### config.mk
export PLATFORM = sky130hd
export DESIGN_NAME = imem_loader
export DESIGN_NICKNAME = d
export VERILOG_FILES = /design/src/rtl/imem_loader.sv
export SDC_FILE = /design/constraint.sdc
export NUM_CORES = 1
export LEC_CHECK = 0
export ABC_AREA = 1
export CAP_MARGIN = 25
export CORE_ASPECT_RATIO = 1.25
export CORE_MARGIN = 4
export CORE_UTILIZATION = 30
export CTS_CLUSTER_DIAMETER = 150
export DETAILED_ROUTE_END_ITERATION = 12
export GPL_TIMING_DRIVEN = 1
export PLACE_DENSITY_LB_ADDON = 0.3
export SLEW_MARGIN = 0
export SYNTH_ARGS = -nofsm -noshare
export SYNTH_HDL_FRONTEND = slang
export SYNTH_SLANG_ARGS = --single-unit
### constraint.sdc
create_clock -name clk -period 1.78 [get_ports clk]
set_clock_uncertainty 0.2 [all_clocks]
set_input_delay 0.356 -clock clk [delete_from_list [all_inputs] [get_ports clk]]
set_output_delay 0.356 -clock clk [all_outputs]
set_load 0.02 [all_outputs]
### src/rtl/imem_loader.sv
// imem_loader: boot loader streaming a byte image into IMEM, optional checksum via IMEM_LOADER_CHECKSUM_EN
module imem_loader #(
    parameter int MAX_WORDS = 256,
    parameter int CNT_WIDTH = 16
) (
    input  logic        clk,
    input  logic        nrst,
    input  logic [7:0]  in_data,
    input  logic        in_valid,
    output logic        in_ready,
    output logic        mem_we,
    output logic [31:0] mem_addr,
    output logic [31:0] mem_wdata,
    output logic        core_nrst,
    output logic        done,
    output logic        error
);
    typedef enum logic [2:0] {
        HDR_HI,
        HDR_LO,
        DATA,
        WRITE,
        RUN,
`ifdef IMEM_LOADER_CHECKSUM_EN
        CHECK,
`endif
        ERROR
    } state_t;
`ifdef IMEM_LOADER_CHECKSUM_EN
    localparam state_t FIN = CHECK;
`else
    localparam state_t FIN = RUN;
`endif
    state_t state, state_n;
    logic [7:0] hdr_hi;
    logic [15:0] n_full;
    logic [CNT_WIDTH-1:0] n_q, word_idx;
    logic [1:0] byte_cnt;
    logic [23:0] asm_q;
    logic xfer, last, acc_n;
`ifdef IMEM_LOADER_CHECKSUM_EN
    logic [7:0] csum;
`endif
    assign xfer   = in_valid & in_ready;
    assign n_full = {hdr_hi, in_data};
    assign last   = word_idx == n_q - CNT_WIDTH'(1);
    assign mem_we = state == WRITE;
    // state register
    always_ff @(posedge clk or negedge nrst)
        if (!nrst) state <= HDR_HI;
        else state <= state_n;
    // next-state decode and accepting-state lookahead for the registered in_ready
    always_comb begin
        state_n = state;
        case (state)
            HDR_HI: state_n = xfer ? HDR_LO : HDR_HI;
            HDR_LO: if (xfer) state_n = n_full == 16'd0 ? FIN : 32'(n_full) > 32'(MAX_WORDS) ? ERROR : DATA;
            DATA:   state_n = xfer && byte_cnt == 2'd3 ? WRITE : DATA;
            WRITE:  state_n = last ? FIN : DATA;
`ifdef IMEM_LOADER_CHECKSUM_EN
            CHECK:  if (xfer) state_n = in_data == csum ? RUN : ERROR;
`endif
            default: state_n = state;
        endcase
        acc_n = state_n == HDR_HI || state_n == HDR_LO || state_n == DATA;
`ifdef IMEM_LOADER_CHECKSUM_EN
        acc_n = acc_n || state_n == CHECK;
`endif
    end
    // registered status outputs, all low while in reset
    always_ff @(posedge clk or negedge nrst)
        if (!nrst) begin
            in_ready  <= 1'b0;
            core_nrst <= 1'b0;
            done      <= 1'b0;
            error     <= 1'b0;
        end else begin
            in_ready  <= acc_n;
            core_nrst <= state_n == RUN;
            done      <= state_n == RUN;
            error     <= state_n == ERROR;
        end
    // header latch, word assembly, counters and the held IMEM address/data
    always_ff @(posedge clk or negedge nrst)
        if (!nrst) begin
            hdr_hi    <= '0;
            n_q       <= '0;
            word_idx  <= '0;
            byte_cnt  <= '0;
            asm_q     <= '0;
            mem_addr  <= '0;
            mem_wdata <= '0;
        end else begin
            if (xfer && state == HDR_HI) hdr_hi <= in_data;
            if (xfer && state == HDR_LO) begin
                n_q      <= CNT_WIDTH'(n_full);
                word_idx <= '0;
                byte_cnt <= '0;
            end
            if (xfer && state == DATA) begin
                asm_q    <= {asm_q[15:0], in_data};
                byte_cnt <= byte_cnt + 2'd1;
                if (byte_cnt == 2'd3) begin
                    mem_addr  <= 32'({word_idx, 2'b00});
                    mem_wdata <= {asm_q, in_data};
                end
            end
            if (state == WRITE) word_idx <= word_idx + CNT_WIDTH'(1);
        end
`ifdef IMEM_LOADER_CHECKSUM_EN
    // running XOR of data bytes, cleared when the header completes
    always_ff @(posedge clk or negedge nrst)
        if (!nrst) csum <= '0;
        else if (xfer && state == HDR_LO) csum <= '0;
        else if (xfer && state == DATA) csum <= csum ^ in_data;
`endif
endmodule

==> flow_summary.toml <==
[sta]
finalCriticalPeriod_ns = 2.10
setup_ws_ns = -0.320
setup_viol = 17
rsz0062_at_grt = "true"
hold_violations = 0
fmax_ghz = 0.476
hold_slack_ns = 0.205
finalMaxSlewViolations = 0
fin_crit_sh_pct = 118

[logic_synthesis]
synth_warnings = 0
async_flop_share_pct = 100
synth_ff_type = "dfrtp_1"
synth-compound-area-share_pct = 10.7
yosysSeqAreaShare_pct = 54.0
synth_mux_area_share_pct = 2.03
yosysUniqueCellTypes = 36
ys_seq_elements = 120
synth_xor_area_share_pct = 2.77
synthSimpleGateAreaFrac_pct = 20.4
synth_top_family_by_area = "simple AND/OR/NAND/NOR gates"
synth_area_per_cell_um2 = 8.62
netlist_instances = 645
synthAdderAreaFrac_pct = 0.675
synth_edf_count = 0
netlist_area_um2 = 5560

[critical_path]
cp.arrival_ns = 2.26
crit_top_cell = "nand2_2"
start_kind = "register"
slowest_stage = "dfrtp_1"
worstSetupEndpointType = "register"
worstPathRequired_ns = 1.94
crit_chain = "inv_2 -> ha_4 -> nand2_4 -> nor2_4 -> xnor3_1 -> nor2_1 -> nand2_1 -> nor2_4 -> nand2_2 -> nand2_2 -> nand2_2 -> nand2_2 -> nand2_2 -> nor2_2"
crit_fanout = 3
max_stage_delay_ns = 0.38
critical_path_class = "register to register"

[route]
avgRoutedWirePerCell_um = 14.4
drc_errors = 0
drtIter0Drc = 171
vias = 4749
dr.pass1.iters = 4
drt_wl_total_um = 15400
antenna_left = 0
viasPerCell = 4.46

[cts]
cts.path.max_buffers = 2
path_clk_slew_ns = 0.06
cts_buffers = 17
cts_sinks = 120
cts.htree.levels = 4
tritoncts = "built"
clkLatencyLatePin_ns = 0.42
cts-root-buf = "clkbuf_16"

[layout]
stdcell_area_um2 = 8580
regArea_um2 = 3000
final_util_pct = 47.2
drive_gt1_share_pct = 33.6
fillCellCount = 1753
fin_nets = 838
area_delta_synth_final_pct = 54.3
multi_input_area_um2 = 2540

[floorplan]
die_width_um = 130
start_util_pct = 30.6
die_h_um = 160
dieArea_um2 = 20800
io_pins = 80
row_count = 55
core_area_um2 = 18200

[job]
drv_cap = 0

[place]
place_hpwl_um = 9890
gp_congestion = 0.810
io_buffer_count = 63
dpl-instance-area_um2 = 7110

[global_route]
grt_pass1_vias = 4515
antenna_found_initial = 1
grt_first_pass_wirelength_um = 22900
track_usage_pct = 14.1
grt-ovfl-total = 0
grt_max_degree = 50

[power]
finalPower_w = 0.00657
power_density_nw_per_um2 = 767
p_leak_nw = 4.36
peakVddDrop_v = 0.000683

[outcome]
outcome = "finished, violations left"
violations = "setup timing"

[hold_path]
hp-class = "primary input to asynchronous set/reset pin"
[final timing paths]
path	depth (start not counted)	end	startpoint	slack (ns)
setup / recovery	14	error	n_q[0]	-0.32
hold / removal	2	asm_q[1]	nrst	0.20
setup reg to reg	14	error	n_q[0]	-0.32
hold reg to reg	2	mem_addr[13]	mem_addr[13]	0.28
max in group asynchronous	3	n_q[3]	nrst	0.62
min in group clk	2	mem_addr[13]	mem_addr[13]	0.28
[repair_timing]
item,in CTS,in global routing
resized for setup,113,129
cloned,1,9
setup endpoints to repair,99,82
endpoints found under the hold margin,24,0
hold buffers,1,0
pin swaps,8,34
buffers inserted,11,11
[routing by layer]
metal / track usage, % / vias up / wire length (um)
met2: 23.4 / 90 / 7860
met3: 3.35 / 27 / 442
met4: 5.15 / 0 / 386
met1: 17.9 / 2238 / 6690
met5: 0 / - / 0
li1: - / 2394 / -
[power by group]
group / switching [W] / leakage [nW] / internal (W)
logic: 0.000113 / 2.49 / 0.0000504
clock network: 0.00127 / 0.296 / 0.00242
registers: 0 / 1.57 / 0.00273
[flip-flops by register name (all words and copies together) (netlist names)]
register and cells:
mem_wdata 32, n_q 16, asm_q 24, byte_cnt 2, hdr_hi 8, mem_addr 16
state 3, error 1, in_ready 1, done 1, word_idx 16
[per-stage QoR]
stage / std cells / setup slack, ns / setup TNS (ns)
2_1_floorplan: 660 / -0.0702 / -0.225
3_3_place_gp: 1003 / -0.390 / -17.52
3_5_place_dp: 1003 / -0.390 / -17.82
4_1_cts: 1047 / -0.327 / -1.88
5_1_grt: 1065 / -0.439 / -4.86
6_report: 1065 / -0.320 / -1.83
[Yosys cell counts, types with 2 or more instances]
library cell    n  area, um^2
nor3_1          2        10.0
xnor2_1         7        61.3
inv_2           4        15.0
mux2_2         10         113
buf_2           3        15.0
o22ai_1         4        25.0
inv_1          77         289
ha_1            3        37.5
nor3_2          2        20.0
clkbuf_1       18        67.6
xor2_1          8        70.1
nand2_2         5        31.3
nand3b_1        5        37.5
o21ai_0       103         515
nor2_2         10        62.6
nor2_4          2        22.5
dfrtp_1       120        3000
nand2_1       171         642
nand3_1        25         125
nor2_1         31         116
nand4_1         4        25.0
buf_4          17         128
[cell type report]
class / instances / area share, %
Multi-Input combinational cell: 420 / 29.6
Timing Repair Buffer: 183 / 21.0
Tap cell: 228 / 3.33
Sequential cell: 120 / 35.0
Clock buffer: 21 / 5.37
Inverter: 82 / 3.65
Antenna cell: 1 / 0.0292
Clock inverter: 10 / 1.97
[worst max-delay path, delay by kind of cell, from the launching register on]
kind | cells | cell delay (ns)
flops | 1 | 0.38
simple gates | 11 | 0.99
buf+inv | 1 | 0.08
fa+ha+maj | 1 | 0.17
xor+xnor | 1 | 0.21
[layout by cell type, fill, tap and decap left out, types with 16 or more instances in the layout]
master | Yosys | routed
nand2_1 | 171 | 133
dfrtp_1 | 120 | 119
buf_4 | 17 | 88
inv_1 | 77 | 68
o21ai_0 | 103 | 62
dlygate4sd2_1 | 0 | 51
nand2_2 | 5 | 31
o21ai_1 | 1 | 25
clkbuf_16 | 0 | 25
nor2_1 | 31 | 19
o21ai_2 | 0 | 17
nand3_1 | 25 | 16
conb_1 | 1 | 16
[logic make-up (layout without fill, tap and decap cells)]
group                      after synthesis  after routing
xor gates and xnor gates                16             16
and+or+nand+nor                        261            261
adders and majority gates                3              3
other                                    1             17
buffers and inverters                  120            296
DFF                                    120            120
muxes                                   10             10
AOI/OAI and AO/OA                      114            114
(Power assumes the default switching activity.)
==> RTL edit 1: new RTL, config.mk and constraints unchanged <==
Register the output `error` once more, cleared by the reset; this adds one clock of latency there. The other outputs are not delayed to match.
--- a/src/rtl/imem_loader.sv
+++ b/src/rtl/imem_loader.sv
@@ -28,2 +28,4 @@
     } state_t;
+
+    logic error_s0;
 `ifdef IMEM_LOADER_CHECKSUM_EN
@@ -75,3 +77,3 @@
             done      <= 1'b0;
-            error     <= 1'b0;
+            error_s0  <= 1'b0;
         end else begin
@@ -80,3 +82,3 @@
             done      <= state_n == RUN;
-            error     <= state_n == ERROR;
+            error_s0  <= state_n == ERROR;
         end
@@ -116,2 +118,10 @@
 `endif
+    always_ff @(posedge clk or negedge nrst) begin
+        if (!nrst) begin
+            error <= '0;
+        end else begin
+            error <= error_s0;
+        end
+    end
+
 endmodule
Behaviour: not the same (Yosys sat finds a counterexample within 4 cycles, from zero or initial values and one cycle with nrst low).
==> RTL edit 1 against the unedited design <==
- the run still ends with setup timing left
- power is 1.7% lower
- area after synthesis is 0.92% higher
- synthesized cell count rose by 3.4%
- critical path type unchanged
- largest cell class unchanged
- setup slack lost 34 ps
- count of clock-buffer cells in the layout decreased by 1
- cell count down 0.19%
- via count is 0.78% lower
- wire length down 5.9%
- final area is 5.3% lower
- sequential cell count up 1
- critical endpoint is now error_s0
==> RTL edit 1: results <==
[global_routing]
antenna_found_initial = 0
grt_pass1_wl_um = 22600
grt_pass1_vias = 4607
grt.met3_usage = 0.0366
use_met2 = 0.226
grt_max_degree = 65
grt_use_total = 0.136
use_met1 = 0.170

[setup_path]
critPathArrivalTime_ps = 2280
r2r_cells = 17
r2r-end = "error_s0"

[detailed_routing]
wl_met2_um = 7430
wl_met3_um = 495
drt_iter0_markers = 271
totalWireLength_um = 14500
vias_per_cell = 4.43
m1WireLength_um = 6330

[layout]
fin_nets = 836
insertedDiodeCount = 0
final_cells = 1063

[power]
swShare = 0.218
sequentialPower_uw = 2750
vdd.ir_drop.worst_uv = 616
clockPowerShare = 0.550
pwr-share-seq = 0.426

[synth]
synthTopCellsByArea = "dfrtp_1 54%, nand2_1 12%, o21ai_0 9.0%"
ys_seq_area_frac = 0.540
synth_commonest_cells = "179 x nand2_1, 121 x dfrtp_1, 101 x o21ai_0"

[hold_path]
min_to = "error"
hp-class = "reg2reg"

[placement]
dpl.hpwl_um = 9690
placed_area_mm2 = 0.00702
gp_congestion = 0.814
post-place-cells = 1008

[sta]
worst_slack_ps = -354
setup_viol = 38
whs_ps = 149
setup_tns_ps = -4760

[run_status]
status = "finished, violations left"
violations = "setup timing"

[clock_network]
htreeDepth = 4
## RTL edit 1: timing repair
item | in CTS | in global routing
gates resized for setup | 105 | 44
hold buffers | 1 | 0
pin swaps | 23 | 21
hold endpoints to repair | 76 | 0
setup buffers | 10 | 13
gates cloned | 0 | 5
endpoints found under the setup margin | 78 | 65
## RTL edit 1: logic make-up after synthesis
logic type | synth area share
other | 0.000668
adders and majority gates | 0.00669
xor gates and xnor gates | 0.0172
DFF | 0.540
buffers and inverters | 0.0923
and+or+nand+nor | 0.216
AOI/OAI and AO/OA | 0.110
muxes | 0.0181
## RTL edit 1: worst max-delay path, delay by kind of cell (launching register included)
family                     cells  cell delay, ps
and+or+nand+nor               14            1150
DFF                            1             390
adders and majority gates      1             210
buffers and inverters          2             120
## RTL edit 1: final cells by class
class,count,area [um^2]
repair buffers,160,1530
multi-input cells,442,2370
clock inverters,12,164
fillers,1776,10100
inverters,80,303
well taps,228,285
flip-flops and latches,121,3030
clock buffers,20,447
==> RTL edit 2: new RTL, same flow settings <==
Made on the original files. Change the parameter `CNT_WIDTH` from 16 to 32.
--- a/src/rtl/imem_loader.sv
+++ b/src/rtl/imem_loader.sv
@@ -3,3 +3,3 @@
     parameter int MAX_WORDS = 256,
-    parameter int CNT_WIDTH = 16
+    parameter int CNT_WIDTH = 32
 ) (
Behaviour: no difference found for any inputs over 10 cycles, from zero or initial values and one cycle with nrst low; that may be too few to reach the edited logic, so the function may still have changed.
==> RTL edit 2 against the unedited design <==
- the flow still finishes with violations (setup timing)
- via count is 34% higher
- global-route usage grew 1.5 points
- die area is 24% higher
- power increased by 10%
- sequential cell count increased by 30
- sequential share of layout area fell by 0.59 points
- final area increased by 27%
- worst hold slack lost 6.9 ps
- setup slack worse by 130 ps
- area after synthesis rose by 26%
- largest power group unchanged
- wire length grew 30%
- critical path depth increased by 1
==> RTL edit 2: results <==
[detailed_routing]
vias_per_cell = 4.55
drt_iter0_markers = 297
totalWireLength_um = 19900
dr.pass1.iters = 4

[sta]
worst_slack_ps = -452
whs_ps = 198
setup_tns_ps = -6810
setup_viol = 46

[synth]
synthArstFlopShare = 1.00
ys_types = 39
ys_warn_count = 0
synth_commonest_cells = "227 x nand2_1, 150 x dfrtp_1, 137 x o21ai_0"
synthFlopType = "dfrtp_1"
synthTopCellsByArea = "dfrtp_1 54%, nand2_1 12%, o21ai_0 9.8%"
ys_seq_area_frac = 0.537
syn_area_per_cell_um2 = 8.23

[global_routing]
grt_max_degree = 61
grt_pass1_vias = 6342
grt_use_total = 0.157
antenna_found_initial = 0
grt_pass1_wl_um = 31900

[layout]
insertedDiodeCount = 0
fin_nets = 1111
final_cells = 1398
nFillCells = 2165
seq_area_mm2 = 0.00375
top_regs = "mem_wdata: 32 flops, word_idx: 32 flops, mem_addr: 30 flops"
drive_gt1_frac = 0.307

[setup_path]
r2r_cells = 15
crit_fanout = 4
critPathArrivalTime_ps = 2350

[power]
vdd.ir_drop.worst_uv = 597
power_leakage_uw = 0.00579

[clock_network]
htreeDepth = 4
clock_path_buffers = 2
cts.reportedPaths.clkPinSlew_ps = 70
worstSkewPairLatency_ps = 430
cts_buffers = 17
cts-root-buf = "clkbuf_16"

[placement]
post-place-cells = 1320
gp_congestion = 0.842
dpl.hpwl_um = 13200
placed_area_mm2 = 0.00915
io_buffers = 77

[hold_path]
hp-class = "in2async"

[run_status]
violations = "setup timing"
status = "finished, violations left"
## RTL edit 2: cell count changes in the layout (fill, tap and decap cells not counted), moves of 15 or more
cell,unedited run,this run
o21ai_0,62,80
nand2_1,133,196
nor2_1,19,42
dfrtp_1,119,149
buf_4,88,122
buf_6,15,30
inv_1,68,101
## RTL edit 2: area by class of cell
type / count / share of cell area
clock inverter: 15 / 0.0168
multi-input combinational: 554 / 0.292
clock buffer: 17 / 0.0390
tap: 288 / 0.0330
inverter: 118 / 0.0428
sequential: 150 / 0.344
timing repair buffer: 256 / 0.232
## RTL edit 2: critical path: stages (launching register included)
cell	delay, ps
dfrtp_1	390
inv_2	70
ha_4	260
inv_2	30
nand2_2	50
nand2_1	40
nor2_1	90
nand3_1	100
nor2_2	140
nand3_2	100
nor2_1	100
nand4_1	150
nor2_1	200
nor2_2	70
nand2_1	90
inv_1	40
## RTL edit 2: layer usage
| metal | vias to the layer above | global-route usage | share of wire |
|---|---|---|---|
| met5 | - | 0 | 0 |
| met4 | 0 | 0.0408 | 0.016 |
| met3 | 20 | 0.0327 | 0.035 |
| met2 | 108 | 0.263 | 0.50 |
| met1 | 2994 | 0.205 | 0.45 |
| li1 | 3243 | - | - |
## RTL edit 2: worst paths after layout
| path | from | end |
|---|---|---|
| max | n_q[1] | in_ready |
| min | nrst | word_idx[28] |
| max reg2reg | n_q[1] | in_ready |
| min reg2reg | mem_addr[14] | mem_addr[14] |
| max in group asynchronous | nrst | word_idx[9] |
| min in group clk | mem_addr[14] | mem_addr[14] |
## RTL edit 2: cell families after synthesis
family / share of synthesized area
simple gates: 0.234
compound gates: 0.123
flops: 0.537
buf+inv: 0.0806
mux: 0.0143
xor+xnor: 0.00502
fa+ha+maj: 0.00537
other cells: 0.000537
## RTL edit 2: report_power, final
group	switching, uW	total [uW]	internal, uW
registers	0	3410	3410
logic	99.0	150	50.5
clock network	1690	3710	2020
total	1790	7260	5470
## RTL edit 2: timing repair
| action | CTS | global route |
|---|---|---|
| gates cloned | 5 | 7 |
| setup endpoints to repair | 143 | 132 |
| gates resized for setup | 193 | 121 |
| setup buffers | 25 | 23 |
| endpoints found under the hold margin | 150 | 0 |
| pin swaps | 25 | 27 |
| hold buffers | 1 | 0 |
## RTL edit 2: metrics by stage
step                      total power (uW)  setup slack [ps]
final                                 7260              -452
after global routing                  7470              -683
after CTS                             7330              -422
after detailed placement              3620              -520
after global placement                3620              -448
after floorplan                       3490              -281
